**src/rtl/mac_buf_ctrl_pkg.sv**
```systemverilog
// mac_buf_ctrl_pkg: shared FSM states and default buffer geometry
package mac_buf_ctrl_pkg;
  typedef enum logic [1:0] {EMPTY, PARTIAL, FULL, FLUSH} state_t;
  localparam int DefBufferWidth = 2;
  localparam int DefBufferSize = 4;
endpackage

```
**src/rtl/mac_buf_ctrl_occupancy_mask.sv**
```systemverilog
// occupancy_mask: per-entry occupancy derived from the ring pointers
module occupancy_mask #(
  parameter int BufferWidth = 2,
  parameter int BufferSize = 4
) (
  input  logic [BufferWidth-1:0] W_Addr,
  input  logic [BufferWidth-1:0] R_Addr,
  input  logic                   Round,
  output logic [BufferSize-1:0]  Ready
);
  for (genvar i = 0; i < BufferSize; i++) begin : g_ent
    assign Ready[i] = Round ? (BufferWidth'(i) >= R_Addr || BufferWidth'(i) < W_Addr)
                            : (BufferWidth'(i) >= R_Addr && BufferWidth'(i) < W_Addr);
  end
endmodule

```
**src/rtl/mac_buf_ctrl.sv**
```systemverilog
// mac_buf_ctrl: ring-buffer pointer/flow control for the MAC operand buffer
module mac_buf_ctrl
  import mac_buf_ctrl_pkg::*;
#(
  parameter int BufferWidth = DefBufferWidth,
  parameter int BufferSize = DefBufferSize
) (
  input  logic                   clk,
  input  logic                   rst,
  input  logic                   wr_valid,
  output logic                   wr_ready,
  output logic                   rd_valid,
  input  logic                   rd_ready,
  input  logic                   flush,
  output logic                   wr_en,
  output logic [BufferWidth-1:0] W_Addr,
  output logic [BufferWidth-1:0] R_Addr,
  output logic                   Round,
  output logic [BufferSize-1:0]  Ready,
  output logic [BufferWidth:0]   count
);
  state_t state, nxt_state;
  logic full, empty, push, pop, w_wrap, r_wrap;
  logic [BufferWidth:0] nxt_count;
  assign empty = W_Addr == R_Addr && !Round;
  assign full = W_Addr == R_Addr && Round;
  assign wr_ready = !rst && !full && state != FLUSH;
  assign rd_valid = !empty && state != FLUSH;
  assign wr_en = wr_valid && wr_ready && !flush;
  assign push = wr_en;
  assign pop = rd_valid && rd_ready && !flush;
  assign w_wrap = push && W_Addr == BufferWidth'(BufferSize - 1);
  assign r_wrap = pop && R_Addr == BufferWidth'(BufferSize - 1);
  // Round marks the write pointer one lap ahead, so it extends W_Addr as the MSB
  assign count = {Round, W_Addr} - {1'b0, R_Addr};
  assign nxt_count = count + {{BufferWidth{1'b0}}, push} - {{BufferWidth{1'b0}}, pop};
  always_ff @(posedge clk or posedge rst) begin
    if (rst) begin
      W_Addr <= '0;
      R_Addr <= '0;
      Round <= 1'b0;
    end else if (flush) begin
      W_Addr <= '0;
      R_Addr <= '0;
      Round <= 1'b0;
    end else begin
      if (push) W_Addr <= W_Addr + BufferWidth'(1);
      if (pop) R_Addr <= R_Addr + BufferWidth'(1);
      Round <= Round ^ w_wrap ^ r_wrap;
    end
  end
  always_ff @(posedge clk or posedge rst) begin
    if (rst) state <= EMPTY;
    else state <= nxt_state;
  end
  always_comb begin
    nxt_state = flush ? FLUSH
              : nxt_count == '0 ? EMPTY
              : nxt_count == (BufferWidth + 1)'(BufferSize) ? FULL
              : PARTIAL;
  end
  occupancy_mask #(.BufferWidth(BufferWidth), .BufferSize(BufferSize)) u_mask (
    .W_Addr(W_Addr),
    .R_Addr(R_Addr),
    .Round(Round),
    .Ready(Ready)
  );
endmodule

```
**config.mk**
```make
export PLATFORM = sky130hd
export DESIGN_NAME = mac_buf_ctrl
export DESIGN_NICKNAME = d
export VERILOG_FILES = /design/src/rtl/mac_buf_ctrl_pkg.sv /design/src/rtl/mac_buf_ctrl_occupancy_mask.sv /design/src/rtl/mac_buf_ctrl.sv
export SDC_FILE = /design/constraint.sdc
export NUM_CORES = 1
export LEC_CHECK = 0
export ABC_AREA = 0
export CAP_MARGIN = 30
export CORE_UTILIZATION = 44
export DETAILED_ROUTE_END_ITERATION = 10
export GPL_TIMING_DRIVEN = 0
export PLACE_DENSITY = 0.77
export RECOVER_POWER = 50
export SLEW_MARGIN = 20
export SYNTH_ARGS = -nofsm -noshare
export SYNTH_HDL_FRONTEND = slang
export SYNTH_HIERARCHICAL = 1
export SYNTH_SLANG_ARGS = --single-unit
```
**constraint.sdc**
```tcl
create_clock -name clk -period 3.1 [get_ports clk]
set_input_delay 0.62 -clock clk [delete_from_list [all_inputs] [get_ports clk]]
set_output_delay 0.62 -clock clk [all_outputs]
set_load 0.02 [all_outputs]
```
[Word level (Yosys, flattened, before mapping)]
Cells that the tools add are included.
Word-level totals
  register bits after elaboration: 7
  input bits: 5
  word-level logic and storage cells: 63
Cells by class
  add/subtract/negate cells: 5
  $lt $le $gt $ge: 8
  eq/ne operators: 5
  mux-type cells: 12
  bitwise gates (word level): 2
  reductions and logical operators: 27
Operators by type and width (number)
  1-bit logical AND: 15
  2-bit 2-to-1 mux: 7
  1-bit zero test: 5
  1-bit 2-to-1 mux: 5
  2-bit by 1-bit adder with 2-bit output (second input constant): 2
  2-bit == test (second input constant): 2
  1-bit by 2-bit >= comparator with 1-bit output (first input constant): 2
  2-bit >= comparator (first input constant): 2
  1-bit logical OR: 4
  1-bit by 2-bit < comparator with 1-bit output (first input constant): 2
  2-bit < comparator (first input constant): 2
  2-bit nonzero test: 2
  3-bit by 1-bit adder with 3-bit output: 1
  3-bit == test (second input constant): 1
  3-bit zero test: 1
  3-bit by 1-bit subtractor with 3-bit output: 1
  3-bit by 2-bit subtractor with 3-bit output: 1
  2-bit == test: 1
  2-bit != test (second input constant): 1
  1-bit XOR: 2

[Logic depth before layout (Yosys ltp)]
Gate-level depths: netlist of run 1.
  depth in word-level cells: 13
  mapped depth: 13
  mapped depth without buffers: 13

[By module]
Netlist of run 1, hierarchy kept.
Modules (own cells, without submodules)
  mac_buf_ctrl: instances 1, cells each 55, area each 539.3 sq um, sequential area each 175.2 sq um
  occupancy_mask: instances 1, cells each 10, area each 70.1 sq um, sequential area each 0.0 sq um

[Worst setup path after synthesis of run 1]
OpenSTA, ideal clock, no wires.
  path type: flip-flop to flip-flop
  start: register R_Addr[1]
  end: register state[1]
  library setup time: 120 ps
  data arrival time: 2625 ps
  data required time: 2980 ps
  path slack: 355 ps
  stages on the path, launching flop included: 14
  path buffers: 0
  cells stage by stage: dfrtp_1 inv_1 ha_1 nand2_1 o21ai_2 nor2_1 ha_1 inv_1 ha_1 inv_1 fa_1 xnor2_1 xnor2_1 a31o_2
Between the ends
  cells in the longest elaborated chain, start to end: 13
  elaborated cells between the ends (all ways): 20
RTL lines
  start: declaration: RTL line mac_buf_ctrl.sv:17  | output logic [BufferWidth-1:0] R_Addr,
  start signal: assignment: RTL line mac_buf_ctrl.sv:48  | if (pop) R_Addr <= R_Addr + BufferWidth'(1);
  2-bit == test: RTL line mac_buf_ctrl.sv:25, mac_buf_ctrl.sv:26
  1-bit logical AND: RTL line mac_buf_ctrl.sv:26  | assign full = W_Addr == R_Addr && Round;
  1-bit zero test: RTL line mac_buf_ctrl.sv:27  | assign wr_ready = !rst && !full && state != FLUSH;
  1-bit logical AND (2 in a row): RTL line mac_buf_ctrl.sv:27
  1-bit logical AND (2 in a row): RTL line mac_buf_ctrl.sv:29  | assign wr_en = wr_valid && wr_ready && !flush;
  3-bit by 1-bit adder with 3-bit output: RTL line mac_buf_ctrl.sv:36  | assign nxt_count = count + {{BufferWidth{1'b0}}, push} - {{BufferWidth{1'b0}}, pop};
  3-bit by 1-bit subtractor with 3-bit output *: RTL line mac_buf_ctrl.sv:36
  3-bit == test: RTL line mac_buf_ctrl.sv:59  | : nxt_count == (BufferWidth + 1)'(BufferSize) ? FULL
  2-bit 2-to-1 mux: RTL line mac_buf_ctrl.sv:59
  2-bit 2-to-1 mux *: RTL line mac_buf_ctrl.sv:58  | : nxt_count == '0 ? EMPTY
  2-bit 2-to-1 mux *: RTL line mac_buf_ctrl.sv:57  | nxt_state = flush ? FLUSH
  via nxt_state[1]: RTL line mac_buf_ctrl.sv:22  | state_t state, nxt_state;
  end signal: assignment: RTL line mac_buf_ctrl.sv:54  | else state <= nxt_state;
  end: declaration: RTL line mac_buf_ctrl.sv:22
Mark *: on every way through the listed nets, which the timed path passes. The rest lies on a longest branch.
A chain may end at the register's enable or synchronous reset.

[Worst setup path after layout of run 1]
  start: input port rst
  end: output port wr_en
Between the ends
  cells in the longest elaborated chain, start to end: 5
RTL lines
  start: declaration: RTL line mac_buf_ctrl.sv:9  | input logic rst,
  1-bit zero test (no line)
  1-bit logical AND (2 in a row): RTL line mac_buf_ctrl.sv:27
  1-bit logical AND (2 in a row): RTL line mac_buf_ctrl.sv:29
  end: declaration: RTL line mac_buf_ctrl.sv:15  | output logic wr_en,
No other way between the ends.

==> reports/metrics.csv, run 1 <==
stage,metric,value,unit
die,fp.dieW,39.2,um
route,ant_nets,0,
critical_path,endpoint_kind,primary output,
timing,finalCritPeriodShare,96.2,%
cts,cts_resized,0,
cts,post_cts_buffers,0,
layout,drive_gt1_share,14.9,%
timing,hold_violations,0,
logic_synthesis,synth_fp_nets,78,
critical_path,critPathMaxFanout,3,
critical_path,crit_start,rst,
placement,hpwlAfterDp,949,um
cts,cts_tree,yes,
global_route,grt_first_pass_wirelength,1920,um
cts,cts_sinks,7,
power,finalPower,449,uW
power,p_per_area,538,mW/mm2
global_route,grt_use_total,19.3,%
cts,clk_pin_slew,0.05,ns
critical_path,crit_arrival,2.36,ns
logic_synthesis,synth_top_area_share,28.7,%
global_route,grt-ovfl-total,0,
placement,io_buffers,18,
timing,whs,0.670,ns
logic_synthesis,syn_avg_cell_area,9.37,um2
layout,layout.nets,101,
global_route,grt_max_degree,14,
route,drc_errors,0,
route,vias,521,
run,max_cap_viol_count,0,
timing,setup_violations,0,
logic_synthesis,netlist_instances,65,
logic_synthesis,synthTopCellsByArea,"dfrtp_1 (29%), ha_1 (12%), fa_1 (6.6%)",
layout,antennaDiodeCount,0,
logic_synthesis,yosys_warnings,6,
logic_synthesis,async_reset_ff_share,100,%
logic_synthesis,synth_cell_types,29,
logic_synthesis,dominantRegCellSynth,dfrtp_1,
route,first_iter_violations,12,
route,dr.pass1.iters,4,
cts,cts.hold.buffers_added,0,
worst_hold_path,hp-start,W_Addr[0],
placement,place.gp.congestion,0.750,
die,std_cell_rows,13,
critical_path,required,2.48,ns
cts,clock_latency,0.25,ns
critical_path,r2r_start,R_Addr[1],
timing,fin_crit,2.98,ns
logic_synthesis,syn_area,609,um2
cts,cts_buffers,3,
cts,htreeDepth,1,
critical_path,cp_slowest_stage_delay,0.60,ns
logic_synthesis,synth_edf_count,0,
die,initial_core_util,46.8,%
logic_synthesis,synth_most_common_cell,inv_1,
cts,cts_root_buffer,clkbuf_4,
route,via_per_inst,5.11,
timing,drv_slew,0,
critical_path,path_buf_inv,2,
run_status,status,"finished, final reports clean",
die,core,0.00130,mm2
logic_synthesis,ys_seq_area_share,28.7,%
logic_synthesis,yosys-top-cells-count,"inv_1 (10), dfrtp_1 (7), nor2_1 (7), ha_1 (6)",
global_route,grt_pass1_vias,488,
worst_hold_path,worst_hold_path_type,register to register,
route,wire_per_inst,11.4,um
timing,skew,0.000974,ns
timing,slew-limit-headroom,72.4,%
cts,clockBufferDepth,2,
critical_path,critPathLaunchType,input port,
timing,rsz0062_at_grt,no,
power,ir_worst_vdd,0.456,mV
critical_path,critPathSlowestCell,clkdlybuf4s50_1,
route,wirelength,1160,um
critical_path,worstSetupPathType,input port to primary output,
critical_path,path_cells,"dlygate4sd3_1, a21oi_1, and3_4, and2_2, clkdlybuf4s50_1",
die,io_pins,20,
die,dieArea,0.00154,mm2
die,die_y,39.2,um
power,power.leakage,0.000386,uW
timing,worst_pin_slew,0.415,ns
logic_synthesis,ys_ff_latch,7,
global_route,antenna_found_initial,0,
logic_synthesis,synth_area_leader_cell,dfrtp_1,
critical_path,cp_top_family,buffers and inverters,
layout,syn2layout_area_growth,37.0,%
timing,max_freq,0.335,GHz
[where the power goes]
part	switching [uW]	internal, uW
Combinational	122	117
Sequential	20.6	108
Clock	31.8	49.0
Total	175	274
[kinds of logic after synthesis]
group,after synthesis,share of synthesized area (%)
muxes,2,3.29
buffers and inverters,12,8.01
DFF,7,28.7
AOI/OAI and AO/OA,10,12.5
xor gates and xnor gates,5,8.42
adders and majority gates,9,20.7
and+or+nand+nor,20,18.3
[per-stage QoR]
| step | util [%] | TNS (ns) | setup slack [ns] | instances | area (um2) |
|---|---|---|---|---|---|
| floorplan | - | 0 | 0.355 | 65 | 609 |
| finish | 64.1 | 0 | 0.118 | 102 | 835 |
| detailed placement | 62.1 | -0.0301 | -0.0301 | 98 | 808 |
| global placement | 62.1 | 0 | 0.0207 | 98 | 808 |
| CTS | 64.1 | 0 | 0.194 | 102 | 835 |
| global route | 64.1 | 0 | 0.0439 | 102 | 835 |
[layer usage]
metal / vias to the layer above / wire (um) / global-route usage (%)
li1: 259 / - / -
met1: 242 / 515 / 24.2
met2: 16 / 578 / 29.6
met3: 4 / 45 / 3.47
met4: 0 / 22 / 12.9
met5: - / 0 / 0
[layout by cell type (no fill, tap or decap), drive strengths merged]
cell,instances
xnor2,4
inv,10
nand2b,1
o22ai,1
dlygate4sd3,3
fa,2
nand3b,1
clkdlybuf4s50,15
a31o,1
xor2,1
nand4,1
o21ba,1
clkbuf,5
a21bo,1
and2,2
nand4b,1
ha,6
maj3,1
a21oi,3
mux2i,2
a21boi,1
nand3,3
nor2,7
buf,1
nor3b,1
nand2,2
and3,1
a32o,1
o21ai,1
dfrtp,7
[final cells by class]
| cell class | instances | area [um2] |
|---|---|---|
| Fill cell | 114 | 467 |
| Inverter | 10 | 37.5 |
| Tap cell | 15 | 18.8 |
| Sequential cell | 7 | 175 |
| Clock buffer | 4 | 26.3 |
| Buffer | 2 | 11.3 |
| Timing Repair Buffer | 18 | 180 |
| Multi-Input combinational cell | 46 | 385 |
[path summary, 6_finish.rpt]
check	to	slack, ns	cells past startpoint
worst max-delay path	wr_en	0.12	5
worst min-delay path	W_Addr[0]	0.67	2
worst max register to register	state[1]	0.28	13
worst min register to register	W_Addr[0]	0.67	2
max in group asynchronous	Round	2.13	2
min in group asynchronous	R_Addr[0]	0.76	2
[worst register-to-register path, stage by stage, from the launching register on]
cell and delay, ns:
dfrtp_1 0.47, inv_1 0.12, ha_1 0.31, nand2_1 0.10, o21ai_2 0.21, nor2_1 0.07, ha_1 0.27, inv_1 0.06
ha_1 0.13, inv_1 0.05, fa_1 0.37, xnor2_1 0.20, xnor2_1 0.10, a31o_2 0.25
[flip-flops by register name (all words and copies together), names as in the netlist]
signal  count
state       2
Round       1
W_Addr      2
R_Addr      2
Note: power is estimated with default switching activity, not from simulation.
==> run 2, diff against run 1 <==
- CORE_UTILIZATION: 44 -> 45
- PLACE_DENSITY: 0.77 -> 0.79
- clock period: 3.1 -> 3.6 ns (I/O delays scaled with it)
==> run 2 against run 1 <==
  * Largest power group unchanged
  * Wire length down 5.3%
  * Largest cell class unchanged
  * Flip-flop and latch count unchanged
  * Register-to-register slack better by 0.52 ns
==> reports/metrics.csv, run 2 (same netlist as run 1, synthesis figures left out) <==
stage,metric,value,unit
critical_path,critPathMaxFanout,3,
layout,layout.nets,101,
die,die_y,38.8,um
die,dieArea,0.00151,mm2
placement,place.gp.congestion,0.773,
route,wirelength,1100,um
layout,antennaDiodeCount,0,
route,first_iter_violations,7,
die,std_cell_rows,12,
critical_path,worstSetupPathType,input port to primary output,
timing,drv_slew,0,
die,core,0.00119,mm2
run_status,status,"finished, final reports clean",
cts,cts_buffers,3,
route,ant_nets,0,
global_route,grt_first_pass_wirelength,1900,um
cts,post_cts_buffers,0,
cts,cts.hold.buffers_added,0,
critical_path,required,2.88,ns
layout,final_cell_mix,"clkdlybuf4s50_1 (14), inv_1 (10), dfrtp_1 (7), nor2_1 (7), ha_1 (6)",
critical_path,crit_cells,5,
critical_path,path_buf_inv,2,
cts,cts_sinks,7,
critical_path,cp_top_family,buffers and inverters,
critical_path,crit_arrival,2.48,ns
timing,finalCritPeriodShare,89.0,%
run,max_cap_viol_count,0,
cts,clock_latency,0.24,ns
cts,clk_pin_slew,0.05,ns
die,io_pins,20,
global_route,grt_max_degree,14,
die,fp.dieW,38.8,um
timing,hold_violations,0,
cts,cts_resized,0,
global_route,antenna_found_initial,0,
cts,clockBufferDepth,2,
die,initial_core_util,51.4,%
power,p_per_area,459,mW/mm2
timing,rsz0062_at_grt,no,
critical_path,path_cells,"dlygate4sd3_1, a21oi_1, and3_1, and2_2, clkdlybuf4s50_1",
placement,io_buffers,18,
cts,cts_tree,yes,
critical_path,ff2ff_setup_slack,0.80,ns
layout,layout_commonest_cell,clkdlybuf4s50_1,
layout,n_fill_cell,111,
critical_path,critPathSlowestCell,clkdlybuf4s50_1,
critical_path,ff2ff_path_depth,13,
power,power.leakage,0.000387,uW
power,ir_worst_vdd,0.315,mV
cts,cts_root_buffer,clkbuf_4,
route,drc_errors,0,
timing,skew,0.00205,ns
route,wire_per_inst,10.9,um
critical_path,endpoint_kind,primary output,
global_route,grt_use_total,19.1,%
critical_path,cp_slowest_stage_delay,0.60,ns
route,via_per_inst,4.91,
layout,utilization,69.8,%
layout,largestRegisters,"R_Addr x2, W_Addr x2, state x2",
global_route,grt_pass1_vias,459,
timing,slew-limit-headroom,68.7,%
placement,hpwlAfterDp,903,um
timing,setup_violations,0,
global_route,grt-ovfl-total,0,
route,dr.pass1.iters,4,
layout,drive_gt1_share,13.8,%
timing,fin_crit,3.20,ns
layout,syn2layout_area_growth,35.9,%
timing,max_freq,0.312,GHz
route,vias,496,
critical_path,critPathLaunchType,input port,
timing,worst_pin_slew,0.466,ns
cts,htreeDepth,1,
timing,tns,0,ns
worst_hold_path,worst_hold_path_type,register to register,
worst_hold_path,min_path_cells,2,
-- run 2: cell count changes in the layout (fill, tap and decap cells not counted) --
cell / previous run / this run
clkdlybuf4s50_1: 15 / 14
a21boi_1: 1 / 0
a21boi_0: 0 / 1
dlygate4sd3_1: 3 / 4
and3_1: 0 / 1
and3_4: 1 / 0
-- run 2: final timing paths --
path	start	end
worst max-delay path	rst	wr_en
worst min-delay path	W_Addr[0]	W_Addr[0]
worst max register to register	W_Addr[0]	state[1]
worst min register to register	W_Addr[0]	W_Addr[0]
max in group asynchronous	rst	W_Addr[1]
min in group asynchronous	rst	state[1]
-- run 2: cell type report --
class / count / area (um2) / area share, %
clock buffers: 4 / 26.3 / 3.17
plain buffers: 2 / 11.3 / 1.36
well taps: 14 / 17.5 / 2.11
flip-flops and latches: 7 / 175 / 21.1
multi-input cells: 46 / 380 / 45.9
repair buffers: 18 / 180 / 21.8
inverters: 10 / 37.5 / 4.53
-- run 2: routing by layer --
layer  part of all wire (%)  track usage [%]
met1                     48             23.7
met2                     48             30.8
met3                    4.6             3.47
met4                      0             10.3
met5                      0                0
-- run 2: through the flow --
step | setup WS (ns) | instances | power (uW) | hold WS, ns | instance area [um2]
6_report | 0.397 | 101 | 380 | 0.674 | 828
5_1_grt | 0.273 | 101 | 414 | 0.711 | 828
4_1_cts | 0.556 | 101 | 390 | 0.682 | 833
3_5_place_dp | 0.386 | 97 | 317 | 0.671 | 807
3_3_place_gp | 0.428 | 97 | 314 | 0.653 | 807
2_1_floorplan | 0.855 | 65 | 245 | 0.523 | 609
-- run 2: power breakdown --
part	switching, uW	total, uW	internal (uW)	leakage, uW
sequential	16.7	109	92.6	0.0000913
combinational	103	202	98.7	0.000280
clock	27.1	69.3	42.2	0.0000150
-- run 2: worst min-delay path, stage by stage (launching register included) --
cell     delay, ns
dfrtp_1       0.46
xnor2_1       0.14
nor2_1        0.04
==> RTL edit: new RTL, settings of run 1 <==
Change the package constant `DefBufferWidth` from 2 to 3.
--- a/src/rtl/mac_buf_ctrl_pkg.sv
+++ b/src/rtl/mac_buf_ctrl_pkg.sv
@@ -2,5 +2,5 @@
 package mac_buf_ctrl_pkg;
   typedef enum logic [1:0] {EMPTY, PARTIAL, FULL, FLUSH} state_t;
-  localparam int DefBufferWidth = 2;
+  localparam int DefBufferWidth = 3;
   localparam int DefBufferSize = 4;
 endpackage
Interface: changed (resized R_Addr, W_Addr and count); port bits go from 20 to 23. The function was not compared with the original's and may differ.
==> RTL edit against run 1 <==
- power is 20% higher
- synthesized cell count rose by 35%
- highest routed layer unchanged
- clock power up 8.2%
- sequential cell count grew 2
- synthesized area rose by 33%
- final area up 34%
- worst setup slack better by 0.062 ns
- wire length grew 37%
- core utilization rose by 0.43 points
==> RTL edit: results (changes against run 1) <==
stage,metric,value,unit,change
detailed_routing,total detailed-routing wirelength,1590,µm,+37%
placement,post-place setup slack,-0.0775,ns,-0.0474 ns
global_route,pin count of the biggest net entering global routing,15,,+1
cells_and_area,Fill cells,163,,+43%
clocking,CTS root buffer,clkbuf_4,,
min_path,Hold WC Path Type,register to register,,
timing,Slew HR,0.659,,-0.0644
synth,YS warnings,6,,unchanged
cells_and_area,layout cell share with drive strength beyond 1,0.112,,-0.0374
power,Max rail drop VDD,392,µV,-14%
synth,Synth top cells by count,"nor2_1, ha_1, inv_1",,
setup_path,worst-path fanout max,12,,+9
setup_path,"Slowest-stage cell, CP",clkdlybuf4s50_1,,
clocking,H-tree depth,1,,unchanged
synth,most frequent cell after synthesis,nor2_1,,
global_route,vias in the first global route,601,,+23%
synth,Mapped Avg Cell Area,9.21,µm²,-1.7%
clocking,Clock Tree Buf Depth,2,,unchanged
global_route,Tot GR Track Use,0.180,,-0.0125
global_route,first-pass GRT wire length,2580,µm,+35%
power,Lkg Pwr,0.000507,µW,+31%
cells_and_area,biggest regs,"R_Addr: 3 flops, W_Addr: 3 flops, state: 2 flops",,
timing,Clock Skews,0.00228,ns,+0.00131 ns
detailed_routing,drt first pass iters,4,,unchanged
placement,gpl congestion,0.819,,+9.2%
power,switching share of power,0.399,,+0.00931
detailed_routing,DR vias,711,,+36%
cells_and_area,fin nets,135,,+34%
synth,Synth async-reset ratio,1.00,,unchanged
outcome,status,finished clean,,
setup_path,CP top delay family,buffers and inverters,,
setup_path,critical path arrival,2.30,ns,-0.06 ns
clocking,Worst-Skew Late Latency,0.25,ns,about the same
setup_path,r2r setup slk,0.18,ns,-0.10 ns
placement,PortBufs,22,,+4
global_route,initial antenna violation count,0,,unchanged
setup_path,crit-path max cell delay,0.61,ns,
synth,sequential share of the synthesized area,0.278,,-0.00970
detailed_routing,Via density,5.04,,-1.3%
placement,placed wire-length estimate,1240,µm,+31%
timing,Max Fclk,0.342,GHz,+2.1%
cells_and_area,n_diodes,0,,unchanged
synth,Synth area leaders,"dfrtp_1, ha_1, nor2_1",,
synth,syn_nets,106,,+36%
synth,top_reg_cell synth,dfrtp_1,,
synth,post-synthesis cell type count,28,,-3.4%
detailed_routing,DRT iter0 DRCs,9,,-3
RTL edit: cells by family after synthesis:
logic type | count (synthesis) | synth area share
buf+inv | 12 | 0.0556
simple gates | 27 | 0.156
flops | 9 | 0.278
mux | 3 | 0.0370
compound gates | 15 | 0.136
fa+ha+maj | 14 | 0.233
xor+xnor | 8 | 0.105
RTL edit: power by group through the flow:
stage | clock (µW) | sequential [µW] | combinational [µW]
floorplan | 0 | 151 | 197
global placement | 0 | 147 | 289
detailed placement | 0 | 147 | 295
CTS | 94.3 | 145 | 298
global route | 96.7 | 147 | 335
finish | 87.4 | 145 | 304
RTL edit: per-stage QoR:
stage	setup TNS, ns	hold WS, ns	utilization	area, µm²	power (µW)
finish	0	0.607	0.646	1110	537
global route	0	0.667	0.646	1110	579
CTS	0	0.631	0.633	1090	537
detailed placement	-0.0775	0.664	0.615	1060	442
global placement	-0.0476	0.657	0.615	1060	436
floorplan	0	0.469	-	811	348
RTL edit: worst min-delay path, stage by stage (launching register included):
cell	delay [ns]
dfrtp_2	0.41
a21oi_1	0.08
nor2_1	0.07
RTL edit: path summary, 6_finish.rpt:
path / startpoint / endpoint / cells past startpoint
setup / recovery: rst / wr_en / 5
hold / removal: R_Addr[2]$_DFFE_PP0P_ / R_Addr[2]$_DFFE_PP0P_ / 2
setup reg to reg: W_Addr[2]$_DFFE_PP0P_ / state[0]$_DFF_PP0_ / 12
hold reg to reg: R_Addr[2]$_DFFE_PP0P_ / R_Addr[2]$_DFFE_PP0P_ / 2
max in group asynchronous: rst / R_Addr[2]$_DFFE_PP0P_ / 2
min in group asynchronous: rst / W_Addr[1]$_DFFE_PP0P_ / 2
RTL edit: layout make-up:
| class | count | area [µm²] | area share |
|---|---|---|---|
| plain buffers | 1 | 3.75 | 0.00337 |
| inverters | 11 | 45.0 | 0.0404 |
| clock buffers | 4 | 26.3 | 0.0236 |
| well taps | 25 | 31.3 | 0.0281 |
| repair buffers | 24 | 228 | 0.204 |
| multi-input cells | 67 | 554 | 0.497 |
| flip-flops and latches | 9 | 226 | 0.203 |
RTL edit: timing repair:
| item | 4_1_cts | 5_1_grt |
|---|---|---|
| setup buffers | 0 | 2 |
| pin swaps | 0 | 2 |
| setup endpoints to repair | 1 | 4 |
| hold buffers | 0 | 0 |
| cloned | 0 | 0 |
| gates resized for setup | 1 | 4 |
RTL edit: per-layer routing:
metal / up-vias / global-route usage / wire length, µm
met5: - / 0 / 0
met4: 0 / 0.0909 / 11
met3: 2 / 0.0240 / 39
met2: 19 / 0.296 / 776
met1: 333 / 0.232 / 767
li1: 357 / - / -
